===== config.mk =====
export PLATFORM = sky130hd
export DESIGN_NAME = vga_sync_decoder
export DESIGN_NICKNAME = d
export VERILOG_FILES = /design/src/rtl/vga_sync_decoder.sv
export SDC_FILE = /design/constraint.sdc
export NUM_CORES = 1
export LEC_CHECK = 0
export CORE_MARGIN = 3
export CORE_UTILIZATION = 50
export CTS_BUF_LIST = sky130_fd_sc_hd__clkbuf_8
export DETAILED_ROUTE_END_ITERATION = 10
export GPL_TIMING_DRIVEN = 0
export PLACE_DENSITY = 0.69
export SYNTH_ARGS = -nofsm -noshare
export SYNTH_HDL_FRONTEND = slang
export SYNTH_SLANG_ARGS = --single-unit

===== constraint.sdc =====
create_clock -name clk -period 3.1 [get_ports clk]
set_clock_uncertainty 0.05 [all_clocks]
set_input_delay 0.62 -clock clk [delete_from_list [all_inputs] [get_ports clk]]
set_output_delay 0.62 -clock clk [all_outputs]
set_load 0.05 [all_outputs]

===== src/rtl/vga_sync_decoder.sv =====
// vga_sync_decoder: recovers pixel coordinates, active window and measured
// line/frame totals from raw hsync/vsync, and tracks lock to the geometry.
//
// Ports:
//   clk, rst        pixel clock, synchronous active-high reset
//   hsync, vsync    raw sync inputs (polarity set by H/V_SYNC_POL)
//   x, y            coordinate inside the active window, 0 outside
//   active          pixel inside active window while locked
//   frame_start     one-cycle pulse on the first cycle of line 0
//   h_total         measured clocks per line (saturating)
//   v_total         measured lines per frame (saturating)
//   locked          geometry stable for a full frame
//   err             one-cycle pulse on lock loss or counter saturation
module vga_sync_decoder #(
    parameter logic H_SYNC_POL = 1'b0,
    parameter logic V_SYNC_POL = 1'b0,
    parameter int   H_OFFSET   = 144,
    parameter int   H_ACTIVE   = 640,
    parameter int   V_OFFSET   = 35,
    parameter int   V_ACTIVE   = 480
) (
    input  logic        clk,
    input  logic        rst,
    input  logic        hsync,
    input  logic        vsync,
    output logic [10:0] x,
    output logic [10:0] y,
    output logic        active,
    output logic        frame_start,
    output logic [10:0] h_total,
    output logic [10:0] v_total,
    output logic        locked,
    output logic        err
);

    typedef enum logic [1:0] {
        SEARCH,
        MEASURE,
        LOCKED
    } state_t;

    localparam logic [10:0] CNT_MAX = 11'd2047;
    localparam logic [10:0] CNT_PRE = 11'd2046;
    localparam logic [10:0] H_OFF11 = 11'(H_OFFSET);
    localparam logic [10:0] V_OFF11 = 11'(V_OFFSET);
    localparam logic [11:0] H_LO    = 12'(H_OFFSET);
    localparam logic [11:0] H_HI    = 12'(H_OFFSET + H_ACTIVE);
    localparam logic [11:0] V_LO    = 12'(V_OFFSET);
    localparam logic [11:0] V_HI    = 12'(V_OFFSET + V_ACTIVE);

    logic        hs_q, hs_q2, vs_q, vs_q2;
    logic        h_edge, v_edge;
    logic        v_pend, first_q;
    logic [10:0] h_cnt, v_cnt;
    logic [10:0] h_ref, v_ref;
    logic        ref_ok, bad;

    logic        v_hit, frame_edge;
    logic [10:0] h_tot_nxt, v_tot_nxt;
    logic        h_sat, v_sat, sat, h_ovf;
    logic        win, show;

    state_t      state, state_nxt;
    logic [10:0] h_ref_nxt, v_ref_nxt;
    logic        ref_ok_nxt, bad_nxt, err_nxt;
    logic        h_mis, bad_frame;

    // A vsync edge coinciding with the hsync edge is consumed by it.
    assign v_hit      = v_pend | v_edge;
    assign frame_edge = h_edge & v_hit;

    assign h_tot_nxt = (h_cnt == CNT_MAX) ? CNT_MAX : h_cnt + 11'd1;
    assign v_tot_nxt = (v_cnt == CNT_MAX) ? CNT_MAX : v_cnt + 11'd1;

    // Saturation events fire once, on the cycle a counter reaches max.
    assign h_sat = !h_edge && (h_cnt == CNT_PRE);
    assign v_sat = h_edge && !v_hit && (v_cnt == CNT_PRE);
    assign sat   = h_sat | v_sat;
    assign h_ovf = h_edge && (h_cnt == CNT_MAX);

    assign win = ({1'b0, h_cnt} >= H_LO) && ({1'b0, h_cnt} < H_HI)
              && ({1'b0, v_cnt} >= V_LO) && ({1'b0, v_cnt} < V_HI);

    assign locked = (state == LOCKED);
    assign show   = win && locked;

    always_comb begin
        state_nxt  = state;
        h_ref_nxt  = h_ref;
        v_ref_nxt  = v_ref;
        ref_ok_nxt = ref_ok;
        bad_nxt    = bad;
        err_nxt    = 1'b0;
        h_mis      = ref_ok && (h_tot_nxt != h_ref);
        bad_frame  = bad | sat | h_ovf | (h_edge & h_mis);
        unique case (state)
            SEARCH: begin
                if (frame_edge) begin
                    state_nxt  = MEASURE;
                    ref_ok_nxt = 1'b0;
                    bad_nxt    = 1'b0;
                end
            end
            MEASURE: begin
                err_nxt = sat;
                if (frame_edge) begin
                    if (!bad_frame) begin
                        state_nxt = LOCKED;
                        v_ref_nxt = v_tot_nxt;
                    end
                    ref_ok_nxt = 1'b0;
                    bad_nxt    = 1'b0;
                end else begin
                    bad_nxt = bad_frame;
                    // First line closed in this frame sets the reference.
                    if (h_edge && !ref_ok) begin
                        h_ref_nxt  = h_tot_nxt;
                        ref_ok_nxt = 1'b1;
                    end
                end
            end
            LOCKED: begin
                if (sat
                    || (h_edge && (h_tot_nxt != h_ref))
                    || (frame_edge && (v_tot_nxt != v_ref))) begin
                    state_nxt = SEARCH;
                    err_nxt   = 1'b1;
                end
            end
            default: state_nxt = SEARCH;
        endcase
    end

    always_ff @(posedge clk) begin
        if (rst) begin
            hs_q        <= 1'b0;
            hs_q2       <= 1'b0;
            vs_q        <= 1'b0;
            vs_q2       <= 1'b0;
            h_edge      <= 1'b0;
            v_edge      <= 1'b0;
            v_pend      <= 1'b0;
            first_q     <= 1'b0;
            h_cnt       <= '0;
            v_cnt       <= '0;
            h_total     <= '0;
            v_total     <= '0;
            x           <= '0;
            y           <= '0;
            active      <= 1'b0;
            frame_start <= 1'b0;
            err         <= 1'b0;
            state       <= SEARCH;
            h_ref       <= '0;
            v_ref       <= '0;
            ref_ok      <= 1'b0;
            bad         <= 1'b0;
        end else begin
            hs_q    <= hsync ~^ H_SYNC_POL;
            hs_q2   <= hs_q;
            vs_q    <= vsync ~^ V_SYNC_POL;
            vs_q2   <= vs_q;
            h_edge  <= hs_q & ~hs_q2;
            v_edge  <= vs_q & ~vs_q2;
            first_q <= frame_edge;

            if (h_edge) begin
                h_cnt   <= '0;
                h_total <= h_tot_nxt;
            end else if (h_cnt != CNT_MAX) begin
                h_cnt <= h_cnt + 11'd1;
            end

            if (h_edge) begin
                v_pend <= 1'b0;
            end else if (v_edge) begin
                v_pend <= 1'b1;
            end

            if (h_edge) begin
                if (v_hit) begin
                    v_total <= v_tot_nxt;
                    v_cnt   <= '0;
                end else begin
                    v_cnt <= v_tot_nxt;
                end
            end

            frame_start <= first_q && (h_cnt == '0) && (v_cnt == '0);
            active      <= show;
            x           <= show ? h_cnt - H_OFF11 : '0;
            y           <= show ? v_cnt - V_OFF11 : '0;
            err         <= err_nxt;
            state       <= state_nxt;
            h_ref       <= h_ref_nxt;
            v_ref       <= v_ref_nxt;
            ref_ok      <= ref_ok_nxt;
            bad         <= bad_nxt;
        end
    end

endmodule


* After elaboration in Yosys (flattened, before gate mapping)
Cells that the tools add are included.
** Word-level totals
- Bits of input ports :: 4
- Flip-flop bits (word level) :: 103
- Word-level logic and storage cells :: 107
** Cells by class
- Muxes and demuxes :: 16
- Bitwise operators :: 16
- Equality and inequality tests :: 14
- Order comparisons :: 4
- $add $sub $neg :: 4
- Reductions and logical operators :: 31
** Operators by type and width (count)
- $eq 11x11->1 const B :: 4
- $mux 11 :: 3
- $add 11x1->11 const B :: 2
- $logic_not 11->1 :: 2
- $lt 11x10->1 const B :: 2
- $ne 11x11->1 :: 2
- $logic_and 1x1->1 :: 14
- $ge 11x6->1 const B :: 1
- $ge 11x8->1 const B :: 1
- $ne 11x11->1 const B :: 1
- $sub 11x6->11 const B :: 1
- $sub 11x8->11 const B :: 1
- $reduce_and 3->1 :: 3
- $mux 2 :: 4
- $not 1->1 :: 7
- $ne 2x2->1 const B :: 3
- $pmux 1 s2 :: 3
- $pmux 2 s3 :: 1
- $mux 1 :: 5
- $or 1x1->1 :: 5
- $and 1x1->1 :: 4
- $reduce_and 2->1 :: 2
- $reduce_and 4->1 :: 1
- $reduce_or 2->1 :: 2
- 8 further kinds :: 11

* Depth between registers and ports, before layout
- Depth in word-level cells :: 11
- Depth in mapped cells :: 11
- Mapped depth without buffers :: 10

* Least setup slack after synthesis
OpenSTA, ideal clock, no wires.
- Kind :: reg-to-reg
- Start :: register h_cnt[0]
- End :: register v_ref[3]
- Arrival time :: 2.306 ns
- Required time :: 2.922 ns
- Clock period less this slack :: 2.484 ns
- Stages on the path, launching flop included :: 12
- Setup slack :: 0.616 ns
- Buffers on the path :: 2
- Cells stage by stage :: dfxtp_1 ha_1 and3_1 buf_6 and3_1 o311ai_1 a221oi_1 and4b_1 o211ai_2 buf_4 mux2i_1 nor2_1
** Between the ends
- Cells in the longest elaborated chain, start to end :: 8
- Elaborated cells on any way between the ends :: 15
- Those cells by class :: 1 x add/sub; 3 x eq/ne; 1 x mux; 6 x bitwise; 4 x reduce/logical
** RTL lines
- start: declaration :: RTL line 54 : logic [10:0] h_cnt, v_cnt;
- start signal: assignment :: RTL line 171 : h_cnt <= h_cnt + 11'd1;
- $add 11x1->11 (tied with other cells) :: RTL line 72 : assign h_tot_nxt = (h_cnt == CNT_MAX) ? CNT_MAX : h_cnt + 11'd1;
- $mux 11 / $logic_and 1x1->1 (equally long branches) :: RTL line 72, 76
- $ne 11x11->1 / $or 1x1->1 (equally long branches) :: RTL line 94, 78
- $logic_and 1x1->1 / $or 1x1->1 (equally long branches) :: RTL line 94, 95
- $and 1x1->1 / $or 1x1->1 (equally long branches) :: RTL line 95 : bad_frame = bad | sat | h_ovf | (h_edge & h_mis);
- $or 1x1->1 (*) :: RTL line 95
- $not 1->1 (no source line) (*)
- $reduce_and 3->1 (no source line) (*)
- end signal: assignment :: RTL line 196 : v_ref <= v_ref_nxt;
- end: declaration :: RTL line 55 : logic [10:0] h_ref, v_ref;
Every way passes the cells marked *; elsewhere a longest branch is shown, timed or not.
A chain may end at the register's enable or synchronous reset.

* Final worst setup path
- Start :: register v_cnt[1]
- End :: register state[1]
** Between the ends
- Cells in the longest elaborated chain, start to end :: 8
- Elaborated cells on any way between the ends :: 16
- Those cells by class :: 1 x add/sub; 5 x eq/ne; 1 x mux; 4 x bitwise; 5 x reduce/logical
** RTL lines
- start: declaration :: RTL line 54
- start signal: assignment :: RTL line 185 : v_cnt <= v_tot_nxt;
- branches (longest 7 deep; another with $add 11x1->11)
- $reduce_and 4->1 (no source line) (*)
- end signal: assignment :: RTL line 194 : state <= state_nxt;
- end: declaration :: RTL line 63 : state_t state, state_nxt;
Every way passes the cells marked *.

==> results.yml <==
timing:
  setup_slack_ns: 0.2304
  final.period_utilization_pct: 92.57
  slew_headroom_pct: 46.98
  tightest_slew_ns: 0.7850
  hold_viol_final: 0
  worst_hold_slack_ns: 0.3382
  max_freq_ghz: 0.3485
  fin_tns_setup_ns: 0
  setup_violations: 0
  min_period_ns: 2.870
  finalMaxSlewViolations: 0
  rsz0062_at_grt: "no"
cells_and_area:
  utilization_pct: 61.49
  layout.cells.non_filler: 819
  fillers: 924
  diodes: 0
  syn2layout_area_growth_pct: 16.94
  final_layout_size_suffix_gt1_share_pct: 10.06
  multi_input_area_um2: 2915
  final_area_um2: 6148
  seq_area_um2: 2064
  nets: 698
critical_path:
  cp-end-kind: "flop"
  crit_type: "reg -> reg"
  worst_r2r_path_depth: 10
  cp_slowest_stage_delay_ns: 0.67
  path_cells: "ha_1, buf_2, inv_1, o41ai_2, nor3_1, o21ai_1, nor4_4, o21ba_2, a21o_2, a211oi_2"
  critPathTopFamily: "compound AO/OA/AOI/OAI gates"
  crit_path_max_fanout: 8
  cp-start-kind: "flop"
  worstPathArrival_ns: 3.12
  path_depth: 10
  critical_path_required_ns: 3.35
  path_buf_inv: 2
  crit_slowest_cell: "o41ai_2"
floorplanning:
  die_w_um: 108.5
  die-area_um2: 11780
  die_h_um: 108.5
  io_pins: 52
  initial_core_util_pct: 52.58
  coreArea_um2: 10000
  rows: 36
power_and_ir_drop:
  p_int_mw: 1.770
  swShare_pct: 28.07
  p_switching_mw: 0.6906
  clockPowerShare_pct: 33.9
  p_seq_share_pct: 55.8
  power_density_nw_per_um2: 400.1
  p_leak_nw: 2.313
  power.total_mw: 2.460
  ir_drop_v: 0.0002455
  pwr-share-comb_pct: 10.3
clocking:
  cts.sinks: 103
  cts_buffers: 9
  clk_pin_slew_ns: 0.11
  post_cts_buffers: 0
  clockBufferDepth: 2
  cts_tree: "yes"
  htreeDepth: 3
  clockRootBuffer: "clkbuf_8"
  clkLatencyLatePin_ns: 0.38
hold_path:
  hp-class: "reg -> reg"
  holdPathStages: 1
yosys:
  synth_warnings: 0
  synthFlopType: "dfxtp_1"
  synth_top_cells_by_count: "dfxtp_1, nor2_1, nand2_1"
  seq_area_frac_synth_pct: 39.22
  yosysTopAreaCellShare_pct: 39.22
  synthArstFlopShare_pct: 0
  syn_area_um2: 5258
  syn_area_per_cell_um2: 8.480
  ys_ff_latch: 103
  yosysUniqueCellTypes: 83
  ys_top_cells_by_area: "dfxtp_1, nor2_1, nand2_1, xnor2_1, a211oi_1"
  yosys.cell_count.top_type: "dfxtp_1"
  synth_top_area_cell: "dfxtp_1"
  syn_nets: 637
  synth-edff-count: 0
  syn_inst: 620
placement:
  hpwl_um: 10590
  gp_routability_congestion: 0.9006
  place_ws_ns: 0.02407
  portBuffers: 50
  placed_area_um2: 5924
  dp_cells: 803
routing:
  dr_total_vias: 4781
  ant_nets: 0
  finalWirelength_um: 14300
  dr.pass1.iters: 7
  drc: 0
  viasPerCell: 5.838
  wl_per_cell_um: 17.46
  first_iter_violations: 409
global_routing:
  grt_usage_pct: 25.67
  grt_pass1_vias: 4515
  grt_start_max_net_pins: 19
  overflow: 0
  antenna_found_initial: 0
  grt_pass1_wl_um: 23680
run_status:
  outcome: "finished, final reports clean"
job:
  max-cap-violations: 0
-- power groups by stage --
stage	Clock (mW)	Combinational (mW)	Sequential (mW)
floorplan	0	0.158	1.42
global placement	0	0.240	1.40
detailed placement	0	0.242	1.40
CTS	0.850	0.244	1.37
global route	0.909	0.278	1.38
finish	0.835	0.253	1.37
-- worst paths after layout --
path	from	end	slack (ns)
hold reg to reg	vs_q2$_SDFF_PP0_	v_edge$_SDFF_PP0_	0.34
setup reg to reg	v_cnt[1]$_SDFFE_PP0P_	state[1]$_SDFFE_PP0P_	0.23
hold / removal	vs_q2$_SDFF_PP0_	v_edge$_SDFF_PP0_	0.34
setup / recovery	v_cnt[1]$_SDFFE_PP0P_	state[1]$_SDFFE_PP0P_	0.23
-- layout by cell type (no fill, tap or decap), drive strengths merged, types with 4 or more instances in the layout --
master / Yosys / final
a311oi: 4 / 4
nor2: 96 / 96
nor4: 4 / 4
a22o: 4 / 4
nand2: 47 / 47
nand3: 17 / 17
inv: 21 / 23
o21ai: 22 / 22
o211ai: 5 / 5
and3: 13 / 13
nor2b: 8 / 8
clkbuf: 22 / 33
a211oi: 24 / 24
ha: 13 / 13
nor3: 18 / 18
a21oi: 32 / 32
buf: 23 / 22
xnor2: 20 / 20
mux2i: 15 / 15
nand4: 13 / 13
or3: 5 / 5
a31oi: 11 / 11
clkdlybuf4s50: 0 / 50
dfxtp: 103 / 103
a21o: 7 / 7
xor2: 7 / 7
and2: 12 / 12
-- registers in the layout (all words and copies together), names as in the netlist, 2 cells and up --
signal,cells
h_cnt,11
h_ref,11
h_total,11
state,2
v_cnt,11
v_ref,11
v_total,11
x,11
y,11
-- kinds of logic (layout without fill, tap and decap cells) --
group / count (synthesis) / after routing / share of synthesized area (%)
adders and majority gates: 13 / 13 / 3.094
xor gates and xnor gates: 29 / 29 / 5.355
buffers and inverters: 66 / 132 / 5.807
muxes: 18 / 18 / 3.498
and+or+nand+nor: 250 / 250 / 23.32
DFF: 103 / 103 / 39.22
AOI/OAI and AO/OA: 141 / 141 / 19.71
-- timing repair --
item | CTS | global route
gates cloned | 0 | 0
resized for setup | 1 | 8
endpoints found under the setup margin | 2 | 21
hold buffers | 0 | 0
-- routing by layer --
metal  part of all wire (%)  GRT usage [%]  wire length, um  up-vias
met5                      0              0                0        -
met4                    1.7          7.394              248        0
met3                    7.9          6.209             1134       23
met2                     41          36.94             5891      183
met1                     49          37.96             7029     2260
li1                       -              -                -     2315
-- area by class of cell --
type,instances,area share (%)
Buffer,45,3.765
Tap cell,133,2.707
Multi-Input combinational cell,451,47.42
Inverter,21,1.282
Clock buffer,10,2.239
Timing Repair Buffer,50,8.140
Sequential cell,103,33.58
Clock inverter,6,0.8751
Note: power is estimated with default switching activity, not from simulation.
